===== config.mk =====
export PLATFORM = sky130hd
export DESIGN_NAME = sim_ram_arbiter
export DESIGN_NICKNAME = d
export VERILOG_FILES = /design/src/rtl/sim_ram_arbiter.sv
export SDC_FILE = /design/constraint.sdc
export NUM_CORES = 1
export LEC_CHECK = 0
export ABC_AREA = 1
export ABC_CLOCK_PERIOD_IN_PS = 1100
export CAP_MARGIN = 20
export CELL_PAD_IN_SITES_DETAIL_PLACEMENT = 2
export CELL_PAD_IN_SITES_GLOBAL_PLACEMENT = 2
export CORE_MARGIN = 2
export CORE_UTILIZATION = 10
export DETAILED_ROUTE_END_ITERATION = 16
export HOLD_SLACK_MARGIN = 0.08
export MAX_ROUTING_LAYER = met4
export PLACE_DENSITY_LB_ADDON = 0.12
export REMOVE_ABC_BUFFERS = 1
export SYNTH_ARGS = -nofsm -noshare
export SYNTH_HDL_FRONTEND = slang
export SYNTH_SLANG_ARGS = --single-unit

===== constraint.sdc =====
create_clock -name clk_i -period 1.1 [get_ports clk_i]
set_input_delay 0.22 -clock clk_i [delete_from_list [all_inputs] [get_ports clk_i]]
set_output_delay 0.22 -clock clk_i [all_outputs]
set_load 0.1 [all_outputs]

===== src/rtl/sim_ram_arbiter.sv =====
// Two-host arbiter in front of a single-port RAM with one-cycle read latency.
// Define SIM_RAM_ARB_ROUND_ROBIN_EN for round-robin contention; default is fixed priority to host 0.
module sim_ram_arbiter #(
  parameter int AW = 32,
  parameter int DW = 32
) (
  input  logic            clk_i,
  input  logic            rst_i,
  input  logic            h0_req_i,
  output logic            h0_gnt_o,
  input  logic            h0_we_i,
  input  logic [AW-1:0]   h0_addr_i,
  input  logic [DW-1:0]   h0_wdata_i,
  input  logic [DW/8-1:0] h0_be_i,
  output logic            h0_rvalid_o,
  output logic [DW-1:0]   h0_rdata_o,
  input  logic            h1_req_i,
  output logic            h1_gnt_o,
  input  logic            h1_we_i,
  input  logic [AW-1:0]   h1_addr_i,
  input  logic [DW-1:0]   h1_wdata_i,
  input  logic [DW/8-1:0] h1_be_i,
  output logic            h1_rvalid_o,
  output logic [DW-1:0]   h1_rdata_o,
  output logic            mem_req_o,
  output logic            mem_we_o,
  output logic [AW-1:0]   mem_addr_o,
  output logic [DW-1:0]   mem_wdata_o,
  output logic [DW/8-1:0] mem_wmask_o,
  input  logic [DW-1:0]   mem_rdata_i
);

  logic gnt0, gnt1;
  logic rsp_vld, rsp_owner, rsp_write;

`ifdef SIM_RAM_ARB_ROUND_ROBIN_EN
  // last_gnt=1 means host 1 won most recently, so host 0 wins the next tie
  logic last_gnt;

  always_comb begin
    gnt0 = 1'b0;
    gnt1 = 1'b0;
    if (!rst_i) begin
      if (h0_req_i && h1_req_i) begin
        gnt0 = last_gnt;
        gnt1 = ~last_gnt;
      end else begin
        gnt0 = h0_req_i;
        gnt1 = h1_req_i;
      end
    end
  end

  always_ff @(posedge clk_i) begin
    if (rst_i)              last_gnt <= 1'b1;
    else if (gnt0 || gnt1)  last_gnt <= gnt1;
  end
`else
  assign gnt0 = ~rst_i & h0_req_i;
  assign gnt1 = ~rst_i & h1_req_i & ~h0_req_i;
`endif

  assign h0_gnt_o = gnt0;
  assign h1_gnt_o = gnt1;

  // Command bus is idle (and write-safe) whenever nobody holds a grant
  always_comb begin
    mem_req_o   = 1'b0;
    mem_we_o    = 1'b0;
    mem_addr_o  = '0;
    mem_wdata_o = '0;
    mem_wmask_o = '0;
    if (gnt0) begin
      mem_req_o   = 1'b1;
      mem_we_o    = h0_we_i;
      mem_addr_o  = h0_addr_i;
      mem_wdata_o = h0_wdata_i;
      mem_wmask_o = h0_be_i;
    end else if (gnt1) begin
      mem_req_o   = 1'b1;
      mem_we_o    = h1_we_i;
      mem_addr_o  = h1_addr_i;
      mem_wdata_o = h1_wdata_i;
      mem_wmask_o = h1_be_i;
    end
  end

  always_ff @(posedge clk_i) begin
    if (rst_i) begin
      rsp_vld   <= 1'b0;
      rsp_owner <= 1'b0;
      rsp_write <= 1'b0;
    end else begin
      rsp_vld <= gnt0 | gnt1;
      if (gnt0 || gnt1) begin
        rsp_owner <= gnt1;
        rsp_write <= gnt1 ? h1_we_i : h0_we_i;
      end
    end
  end

  // Gating with rst_i drops a response whose grant landed just before reset
  assign h0_rvalid_o = ~rst_i & rsp_vld & ~rsp_owner;
  assign h1_rvalid_o = ~rst_i & rsp_vld &  rsp_owner;
  assign h0_rdata_o  = (h0_rvalid_o && !rsp_write) ? mem_rdata_i : '0;
  assign h1_rdata_o  = (h1_rvalid_o && !rsp_write) ? mem_rdata_i : '0;

endmodule


==> flow_summary.json, run 1 <==
{
  "tool.error": "[ERROR DPL-0033] detailed placement checks failed during check placement.",
  "cts_buffers": 3,
  "lastStage": "5_1_grt",
  "rows": 44,
  "die_width_um": 124,
  "grt_start_max_net_pins": 33,
  "cts_num_sinks": 3,
  "ios": 312,
  "ys_seq_elements": 3,
  "worstEndpointType": "output port",
  "clock_path_buffers": 2,
  "initial_core_util_pct": 10.1,
  "yosysSeqAreaShare_pct": 4.14,
  "htreeDepth": 1,
  "globalplace.congestion": 0.830,
  "root_buffer": "clkbuf_16",
  "io_buffer_count": 311,
  "synth.cell_area_mm2": 0.00145,
  "antenna_found_initial": 5,
  "synth_cells": 346,
  "grt-worst-endpoint": "h0_rdata_o[27]",
  "hold_buffers": 0,
  "yosysWarnings": 0,
  "synth.distinct_cells": 13,
  "syn-mean-instance-area_um2": 4.19,
  "die_y_um": 124,
  "status": "did not finish",
  "dpl-instance-area_mm2": 0.00627,
  "hpwl_um": 12900
}
[logic make-up after synthesis]
| logic type | synth area share [%] |
|---|---|
| AO/OA/AOI/OAI | 0.517 |
| buffers and inverters | 20.5 |
| flip-flops | 4.14 |
| AND/OR/NAND/NOR | 74.8 |
[stage by stage]
stage | std cells | setup TNS, ns | setup slack (ns) | utilization (%)
4_1_cts | 884 | -56.66 | -0.503 | 57.9
3_5_place_dp | 843 | -109.88 | -0.860 | 43.6
3_3_place_gp | 843 | -101.79 | -0.814 | 43.6
2_1_floorplan | 326 | -220.45 | -2.20 | -
[synth_stat cells]
library cell	instances	area, um2
inv_2	3	11.3
buf_6	9	101
buf_2	10	50.1
buf_4	1	7.51
nand2_1	210	788
nand3_1	3	15.0
o21a_1	1	7.51
dfxtp_1	3	60.1
nor2_2	2	12.5
inv_1	34	128
nor2_1	67	251
and3_1	1	6.26
nand2_2	2	12.5
[what timing repair did]
item | CTS
gates cloned | 18
resized for setup | 403
buffers inserted | 25
setup endpoints to repair | 139
pin swaps | 68
==> run 2, diff against run 1 <==
CELL_PAD_IN_SITES_DETAIL_PLACEMENT = not set   (was 2)
CELL_PAD_IN_SITES_GLOBAL_PLACEMENT = not set   (was 2)
CORE_AREA = 2 2 121 123   (was not set)
CORE_MARGIN = not set   (was 2)
CORE_UTILIZATION = not set   (was 10)
DIE_AREA = 0 0 123 125   (was not set)
HOLD_SLACK_MARGIN = not set   (was 0.08)
MAX_ROUTING_LAYER = not set   (was met4)
PLACE_DENSITY_LB_ADDON = 0.15   (was 0.12)
==> flow_summary.json, run 2 <==
{
  "start_kind": "flop",
  "final_common_cell": "clkdlybuf4s50_1",
  "timing.final.hold_violations": 0,
  "synth_common_cells": "210 x nand2_1, 67 x nor2_1, 34 x inv_1, 10 x buf_2, 9 x buf_6",
  "drive_gt1_share_pct": 66.3,
  "ys.flop_type": "dfxtp_1",
  "multi_input_area_mm2": 0.00285,
  "dp.cells": 842,
  "synth_top_cells_by_area": "nand2_1 54%, nor2_1 17%, inv_1 8.8%, buf_6 7.0%, dfxtp_1 4.1%",
  "setup_viol": 137,
  "yosysWarnings": 0,
  "grt_pass1_wl_um": 22300,
  "ys_async_sr_fraction_pct": 0,
  "post_drt_via_cell_ratio": 4.07,
  "power_leakage_nw": 4.11,
  "clk_pin_slew_ns": 0.03,
  "initial_core_util_pct": 10.2,
  "worstPathArrival_ns": 1.38,
  "route.detailed.drc": 0,
  "htreeDepth": 1,
  "synth_top_area_share_pct": 54.3,
  "final.fill_count": 1084,
  "synth.distinct_cells": 13,
  "ios": 312,
  "hpwl_um": 11000,
  "synth.cell_area_mm2": 0.00145,
  "violations": "negative setup slack",
  "ir_drop_mv": 0.448,
  "antenna_cells": 0,
  "yosysSeqAreaShare_pct": 4.14,
  "grt_setup_unrepaired": "true",
  "crit_slowest_cell": "dfxtp_4",
  "finalCritPeriodShare_pct": 145,
  "cts_buffers": 3,
  "regArea_um2": 65.1,
  "crit_path_start": "rsp_owner",
  "power_density_mw_per_mm2": 591,
  "critPathMaxStageDelay_ns": 0.35,
  "slew_headroom_pct": 85.0,
  "max_cap_violations": 0,
  "status": "finished, violations left",
  "wl_per_cell_um": 18.6,
  "wl_met2_um": 9440,
  "grtUsageTotal_pct": 19.5,
  "die_y_um": 125,
  "nNetsFinal": 878,
  "globalplace.congestion": 0.858,
  "overflow": 0,
  "worstMarginPinSlew_ns": 0.225,
  "synth_enable_flop_cells": 0,
  "critPathTopFamily": "simple AND/OR/NAND/NOR gates",
  "die_width_um": 123,
  "finClkSkew_ns": 0,
  "worstSkewPairLatency_ns": 0.22,
  "setup_slack_ns": -0.500,
  "drt-met1-wl_um": 4790,
  "cp_cell_sequence": "and3_4 -> nand2_8 -> buf_6 -> nor2_4 -> buf_12",
  "drv_slew": 0,
  "routed-wl-met3_um": 1760,
  "dr.pass1.iters": 4,
  "via_count": 3608,
  "area_growth_pct": 512,
  "fin_cells": 887,
  "r2r_slack_ns": 0.32,
  "worst_setup_path_end_kind": "output port",
  "grt_pass1_vias": 3866,
  "max_freq_ghz": 0.625,
  "wl_um": 16500,
  "grt_start_max_net_pins": 33,
  "clock_path_buffers": 2,
  "worstPathRequired_ns": 0.88,
  "top_regs": "rsp_owner: 1 flops, rsp_vld: 1 flops, rsp_write: 1 flops",
  "yosys.area.top_type": "nand2_1",
  "antenna_left": 0,
  "syn-mean-instance-area_um2": 4.19,
  "final_cell_mix": "168 x clkdlybuf4s50_1, 157 x buf_12, 154 x nand2_4",
  "die_area_mm2": 0.0154,
  "hold_start": "rst_i",
  "core_mm2": 0.0142,
  "cts_num_sinks": 3,
  "top_layer": "met4",
  "synth_cells": 346,
  "fin_crit_ns": 1.60,
  "whs_ns": 0.393,
  "cts_tree": "done",
  "synth_most_common_cell": "nand2_1",
  "reg2reg_from": "rsp_write",
  "critPathBufInv": 2,
  "worstPathMaxFanout": 8,
  "total_power_mw": 5.25,
  "root_buffer": "clkbuf_16",
  "hold_path.class": "in2reg",
  "antenna_found_initial": 0,
  "rows": 44,
  "ys_seq_elements": 3,
  "drt_iter0_markers": 56,
  "crit_type": "reg2out",
  "io_buffer_count": 311
}
[run 2: cell counts after synthesis]
Identical to the previous run, type by type.
[run 2: kinds of logic after synthesis]
kind of cell    Yosys count  share of synthesized area [%]
compound gates            1                          0.517
buf+inv                  57                           20.5
simple gates            285                           74.8
flops                     3                           4.14
[run 2: metal layers]
metal | vias up | GRT usage (%)
met2 | 213 | 38.4
met5 | - | 0
met3 | 26 | 6.80
met4 | 0 | 6.42
li1 | 1710 | -
met1 | 1659 | 18.1
[run 2: repair_timing]
item,in CTS,in global routing
cloned,15,7
setup buffers,30,5
hold buffers,0,0
setup endpoints to repair,139,138
resized for setup,362,190
pin swaps,56,73
[run 2: per-stage QoR]
step | setup slack, ns | utilization, % | TNS [ns] | instance area, um2
after detailed placement | -0.885 | 44.1 | -109.77 | 6260
after CTS | -0.540 | 58.1 | -62.85 | 8250
after floorplan | -2.20 | - | -220.45 | 1290
after global placement | -0.879 | 44.1 | -107.40 | 6260
final | -0.500 | 62.6 | -55.24 | 8890
after global routing | -0.547 | 62.6 | -62.09 | 8890
[run 2: tightest hold or removal path, cell delays in order]
cell,delay [ns]
buf_8,0.09
buf_12,0.10
buf_4,0.12
nor2_1,0.05
[run 2: worst paths after layout]
path                   endpoint  cells past startpoint
setup / recovery  h1_rdata_o[0]                      5
hold / removal          rsp_vld                      4
setup reg to reg      rsp_write                      5
hold reg to reg       rsp_owner                      2
[run 2: report_power, final]
group | leakage (nW) | internal [mW] | switching [mW]
combinational | 4.05 | 1.89 | 2.65
clock | 0.0382 | 0.479 | 0.108
sequential | 0.0256 | 0.115 | 0.00518
total | 4.11 | 2.48 | 2.77
[run 2: area by class of cell]
class                      count  area share [%]
timing repair buffer         373            61.9
multi-input combinational    286            32.0
tap                          184            2.59
inverter                      37            1.87
clock buffer                   4           0.887
sequential                     3           0.732
No activity file was read; power rests on OpenSTA's default activity.
==> run 3, diff against run 2 <==
SETUP_SLACK_MARGIN = 0.3   (was not set)
==> flow_summary.json, run 3 (synthesis results as in run 2) <==
{
  "dpl-instance-area_mm2": 0.00626,
  "hpwl_um": 11000,
  "setup_slack_ns": -0.509,
  "grt_pass1_wl_um": 23200,
  "wl_um": 17000,
  "route.detailed.drc": 0,
  "cts_num_sinks": 3,
  "area_growth_pct": 543,
  "fin_crit_ns": 1.61,
  "cts_tree": "done",
  "setup_viol": 137,
  "drive_gt1_share_pct": 67.9,
  "core_mm2": 0.0142,
  "r2r_slack_ns": 0.26,
  "nNetsFinal": 894,
  "final.fill_count": 1016,
  "final_cell_mix": "168 x clkdlybuf4s50_1, 167 x nand2_4, 162 x buf_12",
  "hold_buffers": 0,
  "power_density_mw_per_mm2": 582,
  "violations": "negative setup slack",
  "timing.final.hold_violations": 0,
  "clk_pin_slew_ns": 0.03,
  "max_freq_ghz": 0.622,
  "final_common_cell": "clkdlybuf4s50_1",
  "root_buffer": "clkbuf_16",
  "cts_buffers": 3,
  "via_count": 3704,
  "drv_slew": 0,
  "total_power_mw": 5.43,
  "die_area_mm2": 0.0154,
  "worst_setup_path_end_kind": "output port",
  "grt_pass1_vias": 4038,
  "antenna_found_initial": 0,
  "htreeDepth": 1,
  "dr.pass1.iters": 4,
  "worstMarginPinSlew_ns": 0.216,
  "top_regs": "rsp_owner: 1 flops, rsp_vld: 1 flops, rsp_write: 1 flops",
  "ir_drop_mv": 0.451,
  "overflow": 0,
  "worstPathMaxFanout": 14,
  "dp.cells": 842,
  "ios": 312,
  "rows": 44,
  "io_buffer_count": 311,
  "antenna_left": 0,
  "grt_start_max_net_pins": 33,
  "antenna_cells": 0,
  "power_leakage_nw": 4.35,
  "crit_type": "reg2out",
  "grt_setup_unrepaired": "true",
  "drt_iter0_markers": 59,
  "die_y_um": 125,
  "fin_area_mm2": 0.00933,
  "globalplace.congestion": 0.858,
  "wl_per_cell_um": 18.9,
  "die_width_um": 123,
  "initial_core_util_pct": 10.2,
  "grtUsageTotal_pct": 20.2,
  "worstSkewPairLatency_ns": 0.23,
  "post_drt_via_cell_ratio": 4.10,
  "setup_tns_ns": -61.52,
  "status": "finished, violations left",
  "max_cap_violations": 0,
  "finalCritPeriodShare_pct": 146,
  "worstPathRequired_ns": 0.88,
  "clock_path_buffers": 2,
  "slew_headroom_pct": 85.6,
  "hold_path.class": "in2reg",
  "worstPathArrival_ns": 1.39,
  "fin_cells": 903,
  "start_kind": "flop",
  "finClkSkew_ns": 0
}
run 3: changes by cell type in the layout (fill, tap and decap cells not counted), sizes merged:
cell          delta
buf             +18
clkbuf           -2
clkinv           -2
dlygate4sd2      +2
dlymetal6s2s     -2
inv              +2
run 3: per-layer routing:
metal,routed length (um),GRT usage [%],vias to the layer above
met5,0,0,-
met4,698,7.82,0
met3,1770,6.84,28
met2,9490,39.3,213
met1,5090,19.0,1715
li1,-,-,1748
run 3: worst paths after layout:
path	startpoint	end	depth (start not counted)
max	rsp_vld	h0_rdata_o[8]	7
min	h1_req_i	rsp_owner	3
max reg2reg	rsp_write	rsp_write	5
min reg2reg	rsp_owner	rsp_owner	2
run 3: area by class of cell:
| cell class | count | area (um2) | share of cell area [%] |
|---|---|---|---|
| clock buffers | 4 | 78.8 | 0.845 |
| inverters | 37 | 151 | 1.62 |
| multi-input cells | 286 | 2890 | 31.0 |
| flip-flops and latches | 3 | 65.1 | 0.697 |
| well taps | 184 | 230 | 2.47 |
| repair buffers | 389 | 5910 | 63.4 |
run 3: worst max-delay path, stage by stage (launching register included):
cell,delay [ns]
dfxtp_2,0.32
nand2_2,0.06
nor2_4,0.13
nand2_4,0.09
buf_12,0.17
nor2_2,0.08
buf_4,0.12
buf_12,0.17
run 3: report_power, final:
group          switching, mW  internal, mW  leakage, nW
Clock                  0.113         0.479       0.0382
Sequential           0.00521         0.115       0.0256
Combinational           2.70          2.02         4.29
Total                   2.82          2.61         4.35
run 3: per-stage QoR:
stage / util, % / hold slack (ns) / setup WS [ns]
after CTS: 61.3 / 0.329 / -0.520
after floorplan: - / 0.292 / -2.20
after global placement: 44.1 / 0.579 / -0.879
after detailed placement: 44.1 / 0.617 / -0.885
final: 65.7 / 0.312 / -0.509
after global routing: 65.7 / 0.328 / -0.559
run 3: timing repair:
| action | in CTS | in global routing |
|---|---|---|
| resized for setup | 452 | 111 |
| gates cloned | 18 | 4 |
| pin swaps | 70 | 55 |
| setup buffers | 31 | 4 |
| endpoints found under the setup margin | 141 | 139 |
